==> config.mk <==
export PLATFORM = sky130hd
export DESIGN_NAME = rom_port_arbiter_flat
export DESIGN_NICKNAME = d
export VERILOG_FILES = /design/src/rtl/vga_pkg.sv /design/src/rtl/rom_port_arbiter_if.sv /design/src/rtl/rom_tag_pipe.sv /design/src/rtl/rom_port_arbiter.sv /design/src/flat_wrapper.sv
export SDC_FILE = /design/constraint.sdc
export NUM_CORES = 1
export LEC_CHECK = 0
export ABC_AREA = 1
export BUFFER_PORTS_ARGS = -buffer_cell sky130_fd_sc_hd__buf_2
export CORE_AREA = 2 2 69 71
export CTS_CLUSTER_SIZE = 10
export DETAILED_ROUTE_END_ITERATION = 8
export DIE_AREA = 0 0 71 73
export PLACE_DENSITY = 0.76
export SLEW_MARGIN = 20
export SYNTH_ARGS = -nofsm -noshare
export SYNTH_HDL_FRONTEND = slang
export SYNTH_SLANG_ARGS = --single-unit
==> constraint.sdc <==
create_clock -name clk -period 1.6 [get_ports clk]
set_input_delay 0.08 -clock clk [delete_from_list [all_inputs] [get_ports clk]]
set_output_delay 0.08 -clock clk [all_outputs]
set_load 0.02 [all_outputs]
==> src/rtl/vga_pkg.sv <==
// vga_pkg: types and defaults shared by the VGA ROM-side blocks.
//   ROM_AW_DEF / ROM_DW_DEF : default ROM address / data widths
//   owner_t                 : which requester owns a ROM read in flight
//   state_t                 : aux starvation watchdog states
package vga_pkg;

  localparam int ROM_AW_DEF = 11;
  localparam int ROM_DW_DEF = 8;

  typedef enum logic [1:0] {
    OWN_NONE = 2'd0,
    OWN_VID  = 2'd1,
    OWN_AUX  = 2'd2
  } owner_t;

  typedef enum logic [1:0] {
    ST_IDLE    = 2'd0,
    ST_WAITING = 2'd1,
    ST_STARVED = 2'd2
  } state_t;

endpackage

==> src/rtl/rom_port_arbiter_if.sv <==
// rom_port_arbiter_if: requester-side bus of the ROM port arbiter.
//   vid_req/vid_addr -> vid_valid/vid_data : video read, always accepted
//   aux_req/aux_addr <-> aux_gnt           : aux valid/ready request
//   aux_valid/aux_data                     : aux read return
//   master: requester view, slave: arbiter view
interface rom_port_arbiter_if #(
  parameter int AW = 11,
  parameter int DW = 8
);
  logic          vid_req;
  logic [AW-1:0] vid_addr;
  logic          vid_valid;
  logic [DW-1:0] vid_data;
  logic          aux_req;
  logic [AW-1:0] aux_addr;
  logic          aux_gnt;
  logic          aux_valid;
  logic [DW-1:0] aux_data;

  modport master (
    output vid_req, vid_addr, aux_req, aux_addr,
    input  vid_valid, vid_data, aux_gnt, aux_valid, aux_data
  );

  modport slave (
    input  vid_req, vid_addr, aux_req, aux_addr,
    output vid_valid, vid_data, aux_gnt, aux_valid, aux_data
  );
endinterface

==> src/rtl/rom_tag_pipe.sv <==
// rom_tag_pipe: DEPTH-stage shift register of owner tags, aligning each
// issued read's owner with the ROM data that comes back DEPTH cycles later.
//   clk, rst_n : clock, async active-low reset (stages clear to OWN_NONE)
//   tag_i      : owner of the read issued this cycle
//   tag_o      : owner of the read whose data is on rom_data now
module rom_tag_pipe
  import vga_pkg::*;
#(
  parameter int DEPTH = 1
) (
  input  logic   clk,
  input  logic   rst_n,
  input  owner_t tag_i,
  output owner_t tag_o
);

  owner_t pipe_q [DEPTH];

  always_ff @(posedge clk or negedge rst_n) begin
    if (!rst_n) begin
      for (int i = 0; i < DEPTH; i++) pipe_q[i] <= OWN_NONE;
    end else begin
      pipe_q[0] <= tag_i;
      for (int i = 1; i < DEPTH; i++) pipe_q[i] <= pipe_q[i-1];
    end
  end

  assign tag_o = pipe_q[DEPTH-1];

endmodule

==> src/rtl/rom_port_arbiter.sv <==
// rom_port_arbiter: shares one synchronous ROM port between the VGA video
// fetch path (strict priority, fixed ROM_LAT+2 latency) and an aux
// valid/ready requester served only in cycles video leaves idle.
//   clk, rst_n        : pixel clock, async active-low reset
//   bus (slave)       : video and aux request/return signals
//   rom_addr/rom_data : registered ROM address, ROM read data
//   starve/starve_clr : sticky aux starvation flag and its clear
// Optional: ROM_ARB_STATS_EN adds stats_clr, vid_rd_cnt, aux_rd_cnt.
//
// Starvation watchdog:
//   state      | meaning
//   ST_IDLE    | aux not blocked by video
//   ST_WAITING | aux held off, wcnt_q counts blocked cycles
//   ST_STARVED | aux blocked STARVE_MAX cycles; starve held until starve_clr
module rom_port_arbiter
  import vga_pkg::*;
#(
  parameter int ROM_AW     = ROM_AW_DEF,
  parameter int ROM_DW     = ROM_DW_DEF,
  parameter int ROM_LAT    = 1,
  parameter int STARVE_MAX = 4096,
  parameter int WCNT_W     = 13
) (
  input  logic              clk,
  input  logic              rst_n,
  rom_port_arbiter_if.slave bus,
  output logic [ROM_AW-1:0] rom_addr,
  input  logic [ROM_DW-1:0] rom_data,
  output logic              starve,
  input  logic              starve_clr
`ifdef ROM_ARB_STATS_EN
  ,
  input  logic              stats_clr,
  output logic [15:0]       vid_rd_cnt,
  output logic [15:0]       aux_rd_cnt
`endif
);

  localparam logic [WCNT_W-1:0] WCNT_LAST = WCNT_W'(STARVE_MAX - 1);

  logic vid_acc, aux_acc, aux_wait;

  // Grant is gated by reset so every output reads 0 while in reset.
  assign bus.aux_gnt = rst_n & bus.aux_req & ~bus.vid_req;
  assign vid_acc     = bus.vid_req;
  assign aux_acc     = bus.aux_gnt;
  assign aux_wait    = bus.aux_req & bus.vid_req;

  // Issue stage
  logic [ROM_AW-1:0] rom_addr_q, rom_addr_d;
  owner_t            issue_tag_q, issue_tag_d;

  always_comb begin
    rom_addr_d  = rom_addr_q;
    issue_tag_d = OWN_NONE;
    if (vid_acc) begin
      rom_addr_d  = bus.vid_addr;
      issue_tag_d = OWN_VID;
    end else if (aux_acc) begin
      rom_addr_d  = bus.aux_addr;
      issue_tag_d = OWN_AUX;
    end
  end

  always_ff @(posedge clk or negedge rst_n) begin
    if (!rst_n) begin
      rom_addr_q  <= '0;
      issue_tag_q <= OWN_NONE;
    end else begin
      rom_addr_q  <= rom_addr_d;
      issue_tag_q <= issue_tag_d;
    end
  end

  assign rom_addr = rom_addr_q;

  // Tag delayed to line up with rom_data
  owner_t ret_tag;

  rom_tag_pipe #(.DEPTH(ROM_LAT)) u_tag_pipe (
    .clk   (clk),
    .rst_n (rst_n),
    .tag_i (issue_tag_q),
    .tag_o (ret_tag)
  );

  // Return stage
  logic              vid_valid_q, aux_valid_q;
  logic [ROM_DW-1:0] vid_data_q, aux_data_q;

  always_ff @(posedge clk or negedge rst_n) begin
    if (!rst_n) begin
      vid_valid_q <= 1'b0;
      aux_valid_q <= 1'b0;
      vid_data_q  <= '0;
      aux_data_q  <= '0;
    end else begin
      vid_valid_q <= (ret_tag == OWN_VID);
      aux_valid_q <= (ret_tag == OWN_AUX);
      if (ret_tag == OWN_VID) vid_data_q <= rom_data;
      if (ret_tag == OWN_AUX) aux_data_q <= rom_data;
    end
  end

  assign bus.vid_valid = vid_valid_q;
  assign bus.vid_data  = vid_data_q;
  assign bus.aux_valid = aux_valid_q;
  assign bus.aux_data  = aux_data_q;

  // Starvation watchdog. The entry cycle counts as the first blocked
  // cycle, so the flag sets after exactly STARVE_MAX blocked cycles.
  state_t            state_q, state_d;
  logic [WCNT_W-1:0] wcnt_q, wcnt_d;

  always_comb begin
    state_d = state_q;
    wcnt_d  = wcnt_q;
    if (starve_clr) begin
      wcnt_d = '0;
      if (state_q == ST_STARVED) state_d = ST_IDLE;
    end else begin
      case (state_q)
        ST_IDLE: begin
          if (aux_wait) begin
            if (STARVE_MAX <= 1) begin
              state_d = ST_STARVED;
            end else begin
              state_d = ST_WAITING;
              wcnt_d  = WCNT_W'(1);
            end
          end
        end
        ST_WAITING: begin
          if (!aux_wait) begin
            state_d = ST_IDLE;
            wcnt_d  = '0;
          end else if (wcnt_q == WCNT_LAST) begin
            state_d = ST_STARVED;
            wcnt_d  = '0;
          end else begin
            wcnt_d = wcnt_q + WCNT_W'(1);
          end
        end
        ST_STARVED: ;
        default: begin
          state_d = ST_IDLE;
          wcnt_d  = '0;
        end
      endcase
    end
  end

  always_ff @(posedge clk or negedge rst_n) begin
    if (!rst_n) begin
      state_q <= ST_IDLE;
      wcnt_q  <= '0;
    end else begin
      state_q <= state_d;
      wcnt_q  <= wcnt_d;
    end
  end

  assign starve = (state_q == ST_STARVED);

`ifdef ROM_ARB_STATS_EN
  logic [15:0] vid_cnt_q, aux_cnt_q;

  always_ff @(posedge clk or negedge rst_n) begin
    if (!rst_n) begin
      vid_cnt_q <= '0;
      aux_cnt_q <= '0;
    end else if (stats_clr) begin
      vid_cnt_q <= '0;
      aux_cnt_q <= '0;
    end else begin
      if (vid_acc) vid_cnt_q <= vid_cnt_q + 16'd1;
      if (aux_acc) aux_cnt_q <= aux_cnt_q + 16'd1;
    end
  end

  assign vid_rd_cnt = vid_cnt_q;
  assign aux_rd_cnt = aux_cnt_q;
`endif

endmodule
==> src/flat_wrapper.sv <==
// flat-port wrapper written by rule: the top's interface ports become plain ports
module rom_port_arbiter_flat import vga_pkg::*;
#(
  parameter int ROM_AW     = ROM_AW_DEF,
  parameter int ROM_DW     = ROM_DW_DEF,
  parameter int ROM_LAT    = 1,
  parameter int STARVE_MAX = 4096,
  parameter int WCNT_W     = 13
)
  (clk, rst_n, rom_addr, rom_data, starve, starve_clr, bus_vid_req, bus_vid_addr, bus_aux_req, bus_aux_addr, bus_vid_valid, bus_vid_data, bus_aux_gnt, bus_aux_valid, bus_aux_data);
  rom_port_arbiter_if bus_i ();
  input  logic clk;
  input  logic rst_n;
  output logic [ROM_AW-1:0] rom_addr;
  input  logic [ROM_DW-1:0] rom_data;
  output logic starve;
  input  logic starve_clr;
  input wire logic [$bits(bus_i.vid_req)-1:0] bus_vid_req;
  input wire logic [$bits(bus_i.vid_addr)-1:0] bus_vid_addr;
  input wire logic [$bits(bus_i.aux_req)-1:0] bus_aux_req;
  input wire logic [$bits(bus_i.aux_addr)-1:0] bus_aux_addr;
  output wire logic [$bits(bus_i.vid_valid)-1:0] bus_vid_valid;
  output wire logic [$bits(bus_i.vid_data)-1:0] bus_vid_data;
  output wire logic [$bits(bus_i.aux_gnt)-1:0] bus_aux_gnt;
  output wire logic [$bits(bus_i.aux_valid)-1:0] bus_aux_valid;
  output wire logic [$bits(bus_i.aux_data)-1:0] bus_aux_data;
  assign bus_i.vid_req = bus_vid_req;
  assign bus_i.vid_addr = bus_vid_addr;
  assign bus_i.aux_req = bus_aux_req;
  assign bus_i.aux_addr = bus_aux_addr;
  assign bus_vid_valid = bus_i.vid_valid;
  assign bus_vid_data = bus_i.vid_data;
  assign bus_aux_gnt = bus_i.aux_gnt;
  assign bus_aux_valid = bus_i.aux_valid;
  assign bus_aux_data = bus_i.aux_data;
  rom_port_arbiter #(.ROM_AW(ROM_AW), .ROM_DW(ROM_DW), .ROM_LAT(ROM_LAT), .STARVE_MAX(STARVE_MAX), .WCNT_W(WCNT_W)) u_core (.clk(clk), .rst_n(rst_n), .bus(bus_i), .rom_addr(rom_addr), .rom_data(rom_data), .starve(starve), .starve_clr(starve_clr));
endmodule
### After elaboration in Yosys (flattened, before gate mapping)

Index checks and enable logic that the tools add are counted.

| operators by class | value |
|---|---|
| bitwise logic cells | 4 |
| equality and inequality tests | 9 |
| div/mod/pow operators | 0 |
| $lt $le $gt $ge | 0 |
| muxes and demuxes | 15 |
| reduce and logical (&&, ||, !) cells | 4 |
| shifts and indexed selects | 0 |
| multipliers | 0 |
| $add $sub $neg | 1 |

Operator list:

| cell | number |
|---|---|
| 2-to-1 mux 13 bit | 4 |
| one-hot mux 13 bit (3 select lines) | 1 |
| 2-to-1 mux 11 bit | 2 |
| 2-to-1 mux 2 bit | 7 |
| adder 13 x 1 -> 13 bit, second input constant | 1 |
| equality test 13 x 12 -> 1 bit, second input constant | 1 |
| one-hot mux 2 bit (3 select lines) | 1 |
| equality test 2 x 1 -> 1 bit, second input constant | 2 |
| equality test 2 bit, second input constant | 2 |
| != test 4 bit, second input constant | 1 |
| AND reduction 4 bit | 1 |
| bitwise AND 1 bit | 3 |
| != test 3 x 2 -> 1 bit, second input constant | 1 |
| logical NOT 2 bit | 1 |
| != test 2 x 1 -> 1 bit, second input constant | 1 |
| != test 2 bit, second input constant | 1 |
| AND reduction 2 bit | 1 |
| nonzero test 2 bit | 1 |
| NOT 1 bit | 1 |

| storage, ports and cells | value |
|---|---|
| memory bits (read-only) | 0 |
| register bits after elaboration | 48 |
| logic and storage cells | 42 |
| input bits | 35 |
| memory bits (writable) | 0 |
| memories | 0 |
| bits in latches | 0 |
| output and inout bits | 31 |

### Logic depth before layout (Yosys ltp)

| logic depth | value |
|---|---|
| depth in word-level cells | 5 |
| gate-level depth with buffers | 9 |
| gate-level depth less buffers | 9 |

### Modules after synthesis

Synthesis repeated with hierarchy kept, for this count alone.

| second synthesis, totals | value |
|---|---|
| cells, all modules | 262 |
| area total of the unflattened synthesis | 2,240.9 um^2 |

By module, submodules not included:

| module | instances | cells an instance | seq. area each (um^2) | area each (um^2) |
|---|---|---|---|---|
| rom_port_arbiter | 1 | 260 | 1,151.1 | 2,190.9 |
| rom_tag_pipe | 1 | 2 | 50.0 | 50.0 |

### Least setup slack after synthesis

OpenSTA, ideal clock, no wires.

| timing | value |
|---|---|
| kind | register -> register |
| from | register u_core.wcnt_q[0] |
| to | register u_core.state_q[1] |
| path buffers | 0 |
| data required time | 1.535 ns |
| period minus slack after synthesis | 1.331 ns |
| setup time | 0.065 ns |
| cell stages (with the launch flop) | 8 |
| arrival time | 1.266 ns |
| setup slack | 0.269 ns |
| cells stage by stage | dfrtp_1 -> ha_1 -> inv_1 -> nor2_2 -> nand4_2 -> a21oi_4 -> nand2_1 -> nand2_1 |

| on the way | value |
|---|---|
| word-level cells in the longest chain between the ends | 3 |

RTL lines:

| element | line | RTL |
|---|---|---|
| from (decl) | rom_port_arbiter.sv:113 | `logic [WCNT_W-1:0] wcnt_q, wcnt_d;` |
| from (signal assigned) | rom_port_arbiter.sv:159 | `wcnt_q <= wcnt_d;` |
| equality test 13 x 12 -> 1 bit | rom_port_arbiter.sv:137 | `end else if (wcnt_q == WCNT_LAST) begin` |
| != test 4 bit (no line) | - |  |
| AND reduction 4 bit (no line) | - |  |
| to (signal assigned) | rom_port_arbiter.sv:158 | `state_q <= state_d;` |
| to (decl) | rom_port_arbiter.sv:112 | `state_t state_q, state_d;` |

Every way passes these cells.
A chain may end at the register's enable or synchronous reset.

### Final worst setup path

Same ends and word-level chain as after synthesis.

==> summary.txt <==
Vias in the first global route - 1674
Wire per inst - 11.4 um
Die ar. - 0.00518 mm2
Postcts setup bufs - 0
Syn_nets - 287
Crit path max-delay family - simple AND/OR/NAND/NOR gates
Clock Latency Late Sink - 0.30 ns
Max-Cap Viols - 0
Initial Utilization - 47.1%
Leak - 1.37 nW
Slew Viols, Final - 0
Area Overhead vs Synth - 25.1%
Initial antenna violation count - 0
Worst Max-Slew Pin Slew - 0.580 ns
Min Tclk post-route - 1.44 ns
Worst setup path class - flop to flop
DRT antenna net count - 0
Total power - 2.93 mW
Syn_area_per_cell - 8.51 um2
CP max-delay cell - dfrtp_1
DPL Wire Length - 3090 um
GRT overflow - 0
N_diodes - 0
Leading post-synthesis cells by cell area - dfrtp_1 56%, nand2_1 13%, nor2_1 5.6%, o21ai_0 5.2%, inv_1 4.2%
Dpl cells - 367
Clock buffer depth - 2
Die X-Extent - 71 um
Hold depth - 3
Crit Path Max Fanout - 7
Crit path launch type - flop
Synth Instances - 251
Relative slew margins - 61.3%
Via count - 1832
WHS Endpoint - u_core.rom_addr[3]$_DFFE_PN0P_
Final setup TNS - 0 ns
Num rows - 25
IO buf count - 65
Final wirelength - 4270 um
CTS clk-pin slew, worst paths - 0.09 ns
DRC viols - 0
Share of the synthesized area in the top cell type - 56.2%
Drt pass-1 iters - 4
Height of the die - 73 um
Clock Sinks - 48
Final nets - 357
Clock Tree Root - clkbuf_8
Status - complete, no violations
Biggest area consumer among synthesized cells - dfrtp_1
HP Class - input port to flop
Yosys Warn Count - 0
Crit end category - flop
Via/cell ratio - 4.89
Core Area - 0.00454 mm2
TritonCTS Buffers - 5
Distinct cells, synth - 22
Power per cell area - 1090 mW/mm2
Clk_skew - 0.00527 ns
Most used cell, CP - nand2_1
Most frequent cells in the layout - 73 x nand2_1, 65 x buf_2, 48 x dfrtp_1
RSZ-0062 raised after global routing - no
WP buf/inv - 1
Crit-path cells - ha_1 -> inv_1 -> nor2_4 -> nand4_2 -> a21oi_4 -> nand2_1 -> nand2_1
Share of layout cells above drive strength 1 - 27.4%
Final period util - 90.2%
Worst R2R Setup Slack - 0.16 ns
H-tree level count - 2
F_max - 0.693 GHz
Worst Path Required - 1.84 ns
Worst path max stage delay - 0.41 ns
Final Core Density - 58.9%
Reg2reg start - u_core.wcnt_q[0]$_DFFE_PN0P_
IO Pins - 66
Critical Path AT - 1.68 ns
R2R depth - 7
CTS tree - built
Iter 0 DRT Violations - 98
Global-route wire length before repair - 7210 um
Critical hold path startpoint - bus_vid_addr[3]
Mapped cell area - 0.00214 mm2
Count of final setup violators - 0
Commonest non-fill, non-tap cell in the layout - nand2_1
IR Drop Worst-Case VDD - 0.000585 V
R2R Path End - u_core.state_q[1]$_DFFE_PN0P_
Placer congestion estimate - 0.830
Largest net degree at the start of global routing - 49
GRT Overall Usage - 17.5%
Register area share after synthesis - 56.2%
#FFs+latches synth - 48
Cell Count, Final, Fillers Out - 375
Final Hold Viols - 0
through the flow:
| step | hold slack [ns] | worst slack, ns | area [um2] |
|---|---|---|---|
| 6_report | 0.0242 | 0.156 | 2670 |
| 5_1_grt | 0.0341 | 0.0385 | 2670 |
| 4_1_cts | 0.0230 | 0.107 | 2660 |
| 3_5_place_dp | 0.221 | 0.124 | 2520 |
| 3_3_place_gp | 0.230 | 0.176 | 2520 |
| 2_1_floorplan | -0.216 | 0.269 | 2140 |
registers in the layout, indices dropped and copies added, names as in the netlist:
name,flops
u_core.wcnt_q,13
u_core.rom_addr,11
u_core.bus.aux_data,8
u_core.bus.vid_data,8
u_core.issue_tag_q,2
u_core.state_q,2
u_core.u_tag_pipe.tag_o,2
u_core.bus.aux_valid,1
u_core.bus.vid_valid,1
cells by family (layout without fill, tap and decap cells):
logic type	Yosys count	count (layout)	share of synthesized area, %
simple gates	130	130	25.8
flops	48	48	56.2
compound gates	37	37	9.90
buf+inv	31	101	5.86
xor+xnor	4	4	1.64
fa+ha+maj	1	1	0.586
synthesized netlist by cell type:
master and n:
a21oi_1 2, nand2_2 4, inv_1 24, dfrtp_1 48, ha_1 1, o21ai_0 22, nor2_1 32, nand2_1 73
nand4_1 1, nand4_2 1, nor3_4 1, xnor2_1 1, buf_6 1, nor3_1 2, clkbuf_1 5, a31oi_1 12
nand3_1 11, a21oi_4 1, buf_2 1, nor2_2 4, or2_2 1, xor2_1 3
worst register-to-register path: stages (launching register included):
cell     delay [ns]
dfrtp_1        0.41
ha_1           0.18
inv_1          0.08
nor2_4         0.16
nand4_2        0.16
a21oi_4        0.26
nand2_1        0.08
nand2_1        0.07
layout make-up:
class	instances	area, um2
Fill cell	383	1860
Sequential cell	48	1200
Multi-Input combinational cell	172	820
Timing Repair Buffer	70	365
Inverter	24	90.1
Clock buffer	5	68.8
Tap cell	54	67.6
Clock inverter	2	60.1
report_power, final:
group	switching, mW	internal, mW	leakage (nW)
registers	0.0652	1.33	0.604
logic	0.345	0.188	0.704
clock network	0.385	0.615	0.0642
total	0.795	2.13	1.37
routing by layer:
metal  up-vias  track usage (%)  routed length [um]  part of all wire [%]
li1        933                -                   -                     -
met3         5             4.56                 189                   4.4
met2        48             30.0                2090                    49
met4         0             4.40                  53                   1.2
met1       846             22.1                1940                    45
met5         -                0                   0                     0
how the worst max path moves through the flow:
stage                             startpoint                       endpoint  slack, ns  depth (start not counted)
2_1_floorplan   u_core.wcnt_q[0]$_DFFE_PN0P_  u_core.state_q[1]$_DFFE_PN0P_       0.27                          7
3_3_place_gp    u_core.wcnt_q[0]$_DFFE_PN0P_  u_core.state_q[1]$_DFFE_PN0P_       0.18                          7
3_5_place_dp    u_core.wcnt_q[0]$_DFFE_PN0P_   u_core.wcnt_q[6]$_DFFE_PN0P_       0.12                          6
4_1_cts         u_core.wcnt_q[0]$_DFFE_PN0P_  u_core.state_q[1]$_DFFE_PN0P_       0.11                          7
5_1_grt        u_core.state_q[1]$_DFFE_PN0P_  u_core.wcnt_q[11]$_DFFE_PN0P_       0.04                          8
6_report        u_core.wcnt_q[0]$_DFFE_PN0P_  u_core.state_q[1]$_DFFE_PN0P_       0.16                          7
what timing repair did:
action                                  4_1_cts  5_1_grt
gates resized for setup                       0        2
endpoints found under the hold margin        48        0
hold buffers                                  1        0
endpoints found under the setup margin        0        8
(Power assumes the default switching activity.)
